**src/rtl/eth_tx_sequencer.sv**
```systemverilog
// eth_tx_sequencer: 10BASE-T Manchester frame transmitter with end delimiter, inter-packet gap and link pulses
module eth_tx_sequencer #(
   parameter int FRAME_LEN  = 72,
   parameter int ADDR_W     = 7,
   parameter int ETD_CYCLES = 6,
   parameter int IPG_CYCLES = 192,
   parameter int NLP_PERIOD = 320000,
   parameter int NLP_WIDTH  = 2
) (
   input  logic              i_clk,
   input  logic              i_rst,
   input  logic              i_send_req,
   input  logic [7:0]        i_byte,
   output logic [ADDR_W-1:0] o_rd_addr,
   output logic              o_pos,
   output logic              o_neg,
   output logic              o_busy,
   output logic              o_done
);
   localparam int NW = $clog2(NLP_PERIOD + 1);
   localparam int CW = $clog2(IPG_CYCLES + ETD_CYCLES + NLP_WIDTH + 2);
   typedef enum logic [2:0] {IDLE, NLP, LOAD, SEND, ETD, IPG} state_t;
   state_t state, next;
   logic [NW-1:0] nlp_cnt;
   logic [CW-1:0] cnt;
   logic [3:0] phase;
   logic [ADDR_W-1:0] byte_cnt;
   logic [ADDR_W:0] addr_inc;
   logic [7:0] shreg;
   logic pending, req_any, byte_end, last_byte, reload, man;
   assign req_any   = i_send_req | pending;
   assign byte_end  = phase == 4'd15;
   assign last_byte = byte_cnt == ADDR_W'(FRAME_LEN - 1);
   assign reload    = state == SEND && byte_end && !last_byte;
   assign addr_inc  = {1'b0, byte_cnt} + (ADDR_W+1)'(2);
   always_ff @(posedge i_clk) state <= i_rst ? IDLE : next;
   // A pending request skips the idle cycle so the gap stays exactly IPG_CYCLES
   always_comb begin
      next = state;
      case (state)
         IDLE:    next = req_any ? LOAD : (nlp_cnt == NW'(NLP_PERIOD - 1)) ? NLP : IDLE;
         NLP:     next = (cnt == CW'(NLP_WIDTH - 1)) ? (req_any ? LOAD : IDLE) : NLP;
         LOAD:    next = (cnt == CW'(1)) ? SEND : LOAD;
         SEND:    next = (byte_end && last_byte) ? ETD : SEND;
         ETD:     next = (cnt == CW'(ETD_CYCLES - 1)) ? IPG : ETD;
         IPG:     next = (cnt == CW'(IPG_CYCLES - 1)) ? (req_any ? LOAD : IDLE) : IPG;
         default: next = IDLE;
      endcase
   end
   always_ff @(posedge i_clk) begin
      if (i_rst) begin
         nlp_cnt   <= '0;
         cnt       <= '0;
         phase     <= '0;
         byte_cnt  <= '0;
         shreg     <= '0;
         o_rd_addr <= '0;
         pending   <= 1'b0;
         o_done    <= 1'b0;
      end else begin
         nlp_cnt  <= (state == IDLE && next == IDLE) ? nlp_cnt + 1'b1 : '0;
         cnt      <= (next != state) ? '0 : cnt + 1'b1;
         phase    <= (state == SEND) ? phase + 4'd1 : 4'd0;
         byte_cnt <= (state != SEND) ? '0 : byte_end ? byte_cnt + 1'b1 : byte_cnt;
         if ((state == LOAD && cnt == CW'(1)) || reload) shreg <= i_byte;
         if (state == LOAD && cnt == '0) o_rd_addr <= ADDR_W'(1);
         else if (reload) o_rd_addr <= (addr_inc > (ADDR_W+1)'(FRAME_LEN - 1)) ? ADDR_W'(FRAME_LEN - 1) : addr_inc[ADDR_W-1:0];
         else if (state == IPG) o_rd_addr <= '0;
         pending  <= (next == LOAD && state != LOAD) ? 1'b0 : (i_send_req && state != IDLE) ? 1'b1 : pending;
         o_done   <= state == ETD && cnt == CW'(ETD_CYCLES - 2);
      end
   end
   // Even phase carries ~bit, odd phase carries bit, LSB first
   always_comb begin
      man    = phase[0] ? shreg[phase[3:1]] : ~shreg[phase[3:1]];
      o_pos  = (state == SEND) ? man : (state == NLP || state == ETD);
      o_neg  = (state == SEND) && !man;
      o_busy = state inside {LOAD, SEND, ETD, IPG};
   end
endmodule

```
**config.mk**
```make
export PLATFORM = sky130hd
export DESIGN_NAME = eth_tx_sequencer
export DESIGN_NICKNAME = d
export VERILOG_FILES = /design/src/rtl/eth_tx_sequencer.sv
export SDC_FILE = /design/constraint.sdc
export NUM_CORES = 1
export LEC_CHECK = 0
export ABC_CLOCK_PERIOD_IN_PS = 5800
export CAP_MARGIN = 10
export CORE_UTILIZATION = 39
export CTS_BUF_LIST = sky130_fd_sc_hd__clkbuf_8
export CTS_CLUSTER_SIZE = 14
export DETAILED_ROUTE_END_ITERATION = 8
export SLEW_MARGIN = 20
export SYNTH_ARGS = -nofsm -noshare
export SYNTH_HDL_FRONTEND = slang
export SYNTH_SLANG_ARGS = --single-unit
```
**constraint.sdc**
```tcl
create_clock -name i_clk -period 5.8 [get_ports i_clk]
set_input_delay 1.16 -clock i_clk [delete_from_list [all_inputs] [get_ports i_clk]]
set_output_delay 1.16 -clock i_clk [all_outputs]
set_load 0.01 [all_outputs]
```
Word level (Yosys, flattened, before mapping)
Cells that the tools add are included.
Storage, ports and cells
  register bits: 58
  logic and storage cells: 81
Cells by class
  add/subtract/negate cells: 5
  $lt $le $gt $ge: 2
  eq/ne operators: 16
  muxes and demuxes: 17
  bitwise logic cells: 4
  reduce and logical (&&, ||, !) cells: 27
Operator list (number)
  two-way mux 7 bit: 3
  adder 19 x 1 -> 19 bit (second input constant): 1
  == test 19 bit (second input constant): 1
  one-hot mux 3 bit (6 select lines): 1
  == test 8 x 3 -> 1 bit (second input constant): 2
  OR reduction 2 bit: 6
  logical AND 1 bit: 10
  == test 3 x 2 -> 1 bit (second input constant): 3
  two-way mux 3 bit: 3
  adder 7 x 2 -> 8 bit (second input constant): 1
  adder 8 x 1 -> 8 bit (second input constant): 1
  == test 8 x 1 -> 1 bit (second input constant): 1
  == test 8 bit (second input constant): 1
  greater-than comparator 8 x 7 -> 1 bit (second input constant): 1
  logical NOT 8 bit: 1
  adder 7 x 1 -> 7 bit (second input constant): 1
  == test 7 bit (second input constant): 1
  two-way mux 1 bit: 7
  == test 3 bit (second input constant): 2
  logical NOT 3 bit: 2
  != test 3 x 2 -> 1 bit (second input constant): 2
  nonzero test 3 bit: 2
  adder 4 x 1 -> 4 bit (second input constant): 1
  == test 4 bit (second input constant): 1
  other kinds (11): 16

Logic depth before layout (Yosys ltp)
  depth in word-level cells: 8
  gate-level depth with buffers: 8
  depth with buffers taken out: 7

Worst setup path before layout
Ideal clock, no wire load.
  path kind: register to output
  start point: register phase[1]
  end point: output port o_pos
  arrival time: 1.483 ns
  data required time: 4.640 ns
  slack: 3.157 ns
  stages on the path, launching flop included: 6
  buffers on the path: 0
  cells stage by stage: dfxtp_1 > mux4_2 > mux2i_1 > xor2_1 > nor2_1 > nor2_1
On the way
  cells in the longest elaborated chain, start to end: 5
Ends and longest elaborated chain
  start: declaration: RTL line 26  | logic [3:0] phase;
  start signal: assignment: RTL line 63  | phase <= (state == SEND) ? phase + 4'd1 : 4'd0;
  binary-select mux 1 bit (select 3 bit) (*): RTL line 75  | man = phase[0] ? shreg[phase[3:1]] : ~shreg[phase[3:1]];
  two-way mux 1 bit (implied by the code) (*): RTL line 75
  inverter 1 bit: RTL line 75
  two-way mux 1 bit (*): RTL line 75
  two-way mux 1 bit (*): RTL line 76  | o_pos = (state == SEND) ? man : (state == NLP || state == ETD);
  end: declaration: RTL line 15  | output logic o_pos,
Mark *: on every way between the ends. The rest lies on a longest branch, timed or not. The select of a mux whose other input is x is not followed.

Worst setup path in the final report
Ends and elaborated chain as after synthesis.

==> flow_summary.toml <==
[status]
status = "complete, no violations"

[global_routing]
grt_pass1_wl_um = 10700
grt_use_total_pct = 16.3
first_global_vias = 2295
grt_overflow = 0
use_met3_pct = 3.72
grt_max_degree = 20
busiest_layer = "met2"
antenna_found_initial = 0
grtUsageMet1_pct = 22.3
met2_usage_pct = 23.8

[power_and_ir_drop]
p_switching_mw = 0.209
internal-power_mw = 0.616
clkPwrFrac_pct = 39.2
power_mw = 0.825
power.density_nw_per_um2 = 239
netSwitchingFraction_pct = 25.4
seq_power_share_pct = 50.6
ir_drop_v = 0.000128
total_leakage_power_nw = 1.21
power_frac_comb_pct = 10.2

[worst_hold_path]
min_path_cells = 2
hp-class = "flip-flop to flip-flop"
min_to = "o_rd_addr[4]$_SDFFE_PP0P_"
hold_start = "o_rd_addr[4]$_SDFFE_PP0P_"

[critical_path]
path_cells = "mux4_2, mux2i_1, xor2_1, nor2_1, nor2_1, clkdlybuf4s50_1"
slowest_delay_ns = 0.54
worstPathMaxFanout = 4
reg2reg_depth = 5
crit_path_start_kind = "flip-flop"
timing.rr.start = "cnt[3]$_SDFF_PP0_"
critPathRequiredTime_ns = 4.64
path_common_cell = "nor2_1"
endpoint_kind = "primary output"
cp.arrival_ns = 2.32
path_class = "flip-flop to primary output"
path_buf_inv = 1
rrSetupSlack_ns = 3.06
cpLargestDelayFamily = "multiplexers"
cp_slowest_cell = "clkdlybuf4s50_1"
reg2reg_to = "cnt[5]$_SDFF_PP0_"

[detailed_routing]
wirelength_um = 6160
wire_per_inst_um = 13.0
via_per_inst = 5.36
ant_nets = 0
drc = 0
drt_iter0_drc = 147
vias = 2530
dr.pass1.iters = 4

[timing]
max_freq_mhz = 287
setup_viol = 0
tns_ns = 0
post-route-period-util_pct = 60.0
rsz0062_at_grt = "no"
finClkSkew_ns = 0.00907
relSlewSlack_pct = 30.7
hold_viol = 0
worstMarginPinSlew_ns = 1.03
drv_slew = 0
fin_ws_ns = 2.32
period_needed_ns = 3.48
fin_hold_ws_ns = 0.462

[yosys]
async_reset_ff_share_pct = 0
yosys-top-cells-count = "58 x dfxtp_1, 41 x nor2_1, 33 x nand3_1"
synthesis.area_um2 = 3010
yosys_warnings = 0
syn_nets = 373
yosysUniqueCellTypes = 50
synth-edff-count = 0
synth_most_common_cell = "dfxtp_1"
synth-seq-cells = 58
synth_area_leader_cell = "dfxtp_1"
synth_area_leaders = "dfxtp_1 39%, nand3_1 5.5%, nor2_1 5.1%"
syn_area_per_cell_um2 = 8.51
synth_cells = 354
synth-main-ff-cell = "dfxtp_1"
synth_top_area_share_pct = 38.5
seq_area_frac_synth_pct = 38.5

[place]
placedCellCount = 457
port_buffers = 21
pre_cts_ws_ns = 2.40
dp_hpwl_um = 4360
gp_congestion = 0.799
place_area_um2 = 3280

[cts]
root_buffer = "clkbuf_8"
clk_path_buf_depth = 2
cts_setup_buffers = 0
cts_resized = 0
cts_max_level = 3
hold_buffers = 0
cts_sinks = 58
worstSkewPairLatency_ns = 0.33
clk_pin_slew_ns = 0.06
numCtsBuffers = 9
cts_tree = "done"

[flow_run]
maxCapViolCount = 0

[final_layout]
num-nets-final = 388
final_area_um2 = 3450
n_antenna_cell = 0
fill_cells = 746
stdcell_count = 472
area_growth_pct = 14.6
layout-drive-gt1-share_pct = 6.70
fin_util_pct = 46.8

[floorplan]
die_w_um = 89.9
die_area_um2 = 8080
coreArea_um2 = 7370
rows = 31
start_util_pct = 40.9
ioPinCount = 22
die_y_um = 89.9
## state kept, by name, indices dropped and copies added, names as in the netlist
register	flops
pending	1
o_done	1
cnt	8
phase	4
o_rd_addr	7
shreg	8
nlp_cnt	19
state	3
byte_cnt	7
## layout make-up
cell class / instances / area [µm²] / area share, %
timing repair buffer: 22 / 218 / 6.31
clock inverter: 4 / 18.8 / 0.544
sequential: 58 / 1160 / 33.6
clock buffer: 11 / 151 / 4.39
tap: 99 / 124 / 3.59
inverter: 10 / 37.5 / 1.09
multi-input combinational: 268 / 1740 / 50.5
## placed cells by master, fill, tap and decap left out, drive strengths merged, types with 2 or more instances in the layout
| master | netlist | layout |
|---|---|---|
| dfxtp | 58 | 58 |
| nor2 | 41 | 41 |
| nand3 | 33 | 33 |
| nand2 | 26 | 26 |
| a21oi | 23 | 23 |
| clkdlybuf4s50 | 0 | 21 |
| xor2 | 17 | 17 |
| xnor2 | 15 | 15 |
| inv | 10 | 11 |
| mux2i | 11 | 11 |
| clkbuf | 15 | 11 |
| nor3 | 10 | 10 |
| nor4 | 9 | 9 |
| ha | 8 | 8 |
| nand4 | 7 | 7 |
| nor3b | 7 | 7 |
| o21ai | 5 | 5 |
| a211oi | 5 | 5 |
| a41oi | 4 | 4 |
| and3 | 4 | 4 |
| or3 | 4 | 4 |
| nand3b | 3 | 3 |
| nand2b | 3 | 3 |
| a31oi | 3 | 3 |
| clkinv | 0 | 3 |
| mux4 | 2 | 2 |
| and2 | 2 | 2 |
| or4 | 2 | 2 |
| nor4b | 2 | 2 |
| a41o | 2 | 2 |
| a21o | 2 | 2 |
| nor2b | 2 | 2 |
| and4 | 2 | 2 |
## kinds of logic (layout without fill, tap and decap cells)
family,Yosys count,in the layout,synth area share [%]
flops,58,58,38.5
xor+xnor,32,32,9.30
buf+inv,28,47,3.82
mux,14,14,5.65
compound gates,53,53,11.5
fa+ha+maj,8,8,3.32
simple gates,161,161,27.9
## worst max-delay path by stage
stage	startpoint	endpoint	slack, ns	cells after the start
after floorplan	phase[1]$_SDFF_PP0_	o_pos	3.16	5
after global placement	i_rst	nlp_cnt[0]$_SDFF_PP0_	2.45	4
after detailed placement	i_rst	nlp_cnt[3]$_SDFF_PP0_	2.40	4
after CTS	phase[1]$_SDFF_PP0_	o_pos	2.26	6
after global routing	phase[1]$_SDFF_PP0_	o_pos	2.17	6
final	phase[1]$_SDFF_PP0_	o_pos	2.32	6
## routing by layer
| layer | up-vias | part of all wire, % |
|---|---|---|
| met2 | 41 | 43 |
| met1 | 1175 | 52 |
| met4 | 0 | 1.7 |
| li1 | 1304 | - |
| met3 | 10 | 3.1 |
| met5 | - | 0 |
## power groups by stage
stage	sequential (mW)	combinational, mW	clock (mW)
5_1_grt	0.419	0.0928	0.349
2_1_floorplan	0.421	0.0627	0
4_1_cts	0.417	0.0843	0.331
3_3_place_gp	0.426	0.0842	0
6_report	0.418	0.0840	0.323
3_5_place_dp	0.426	0.0837	0
## worst register-to-register path, delay by kind of cell, from the launching register on
kind               cells  cell delay, ns
muxes                  1            0.33
DFF                    1            0.36
and+or+nand+nor        2            0.94
AOI/OAI and AO/OA      2            0.95
No activity file was read; power rests on OpenSTA's default activity.
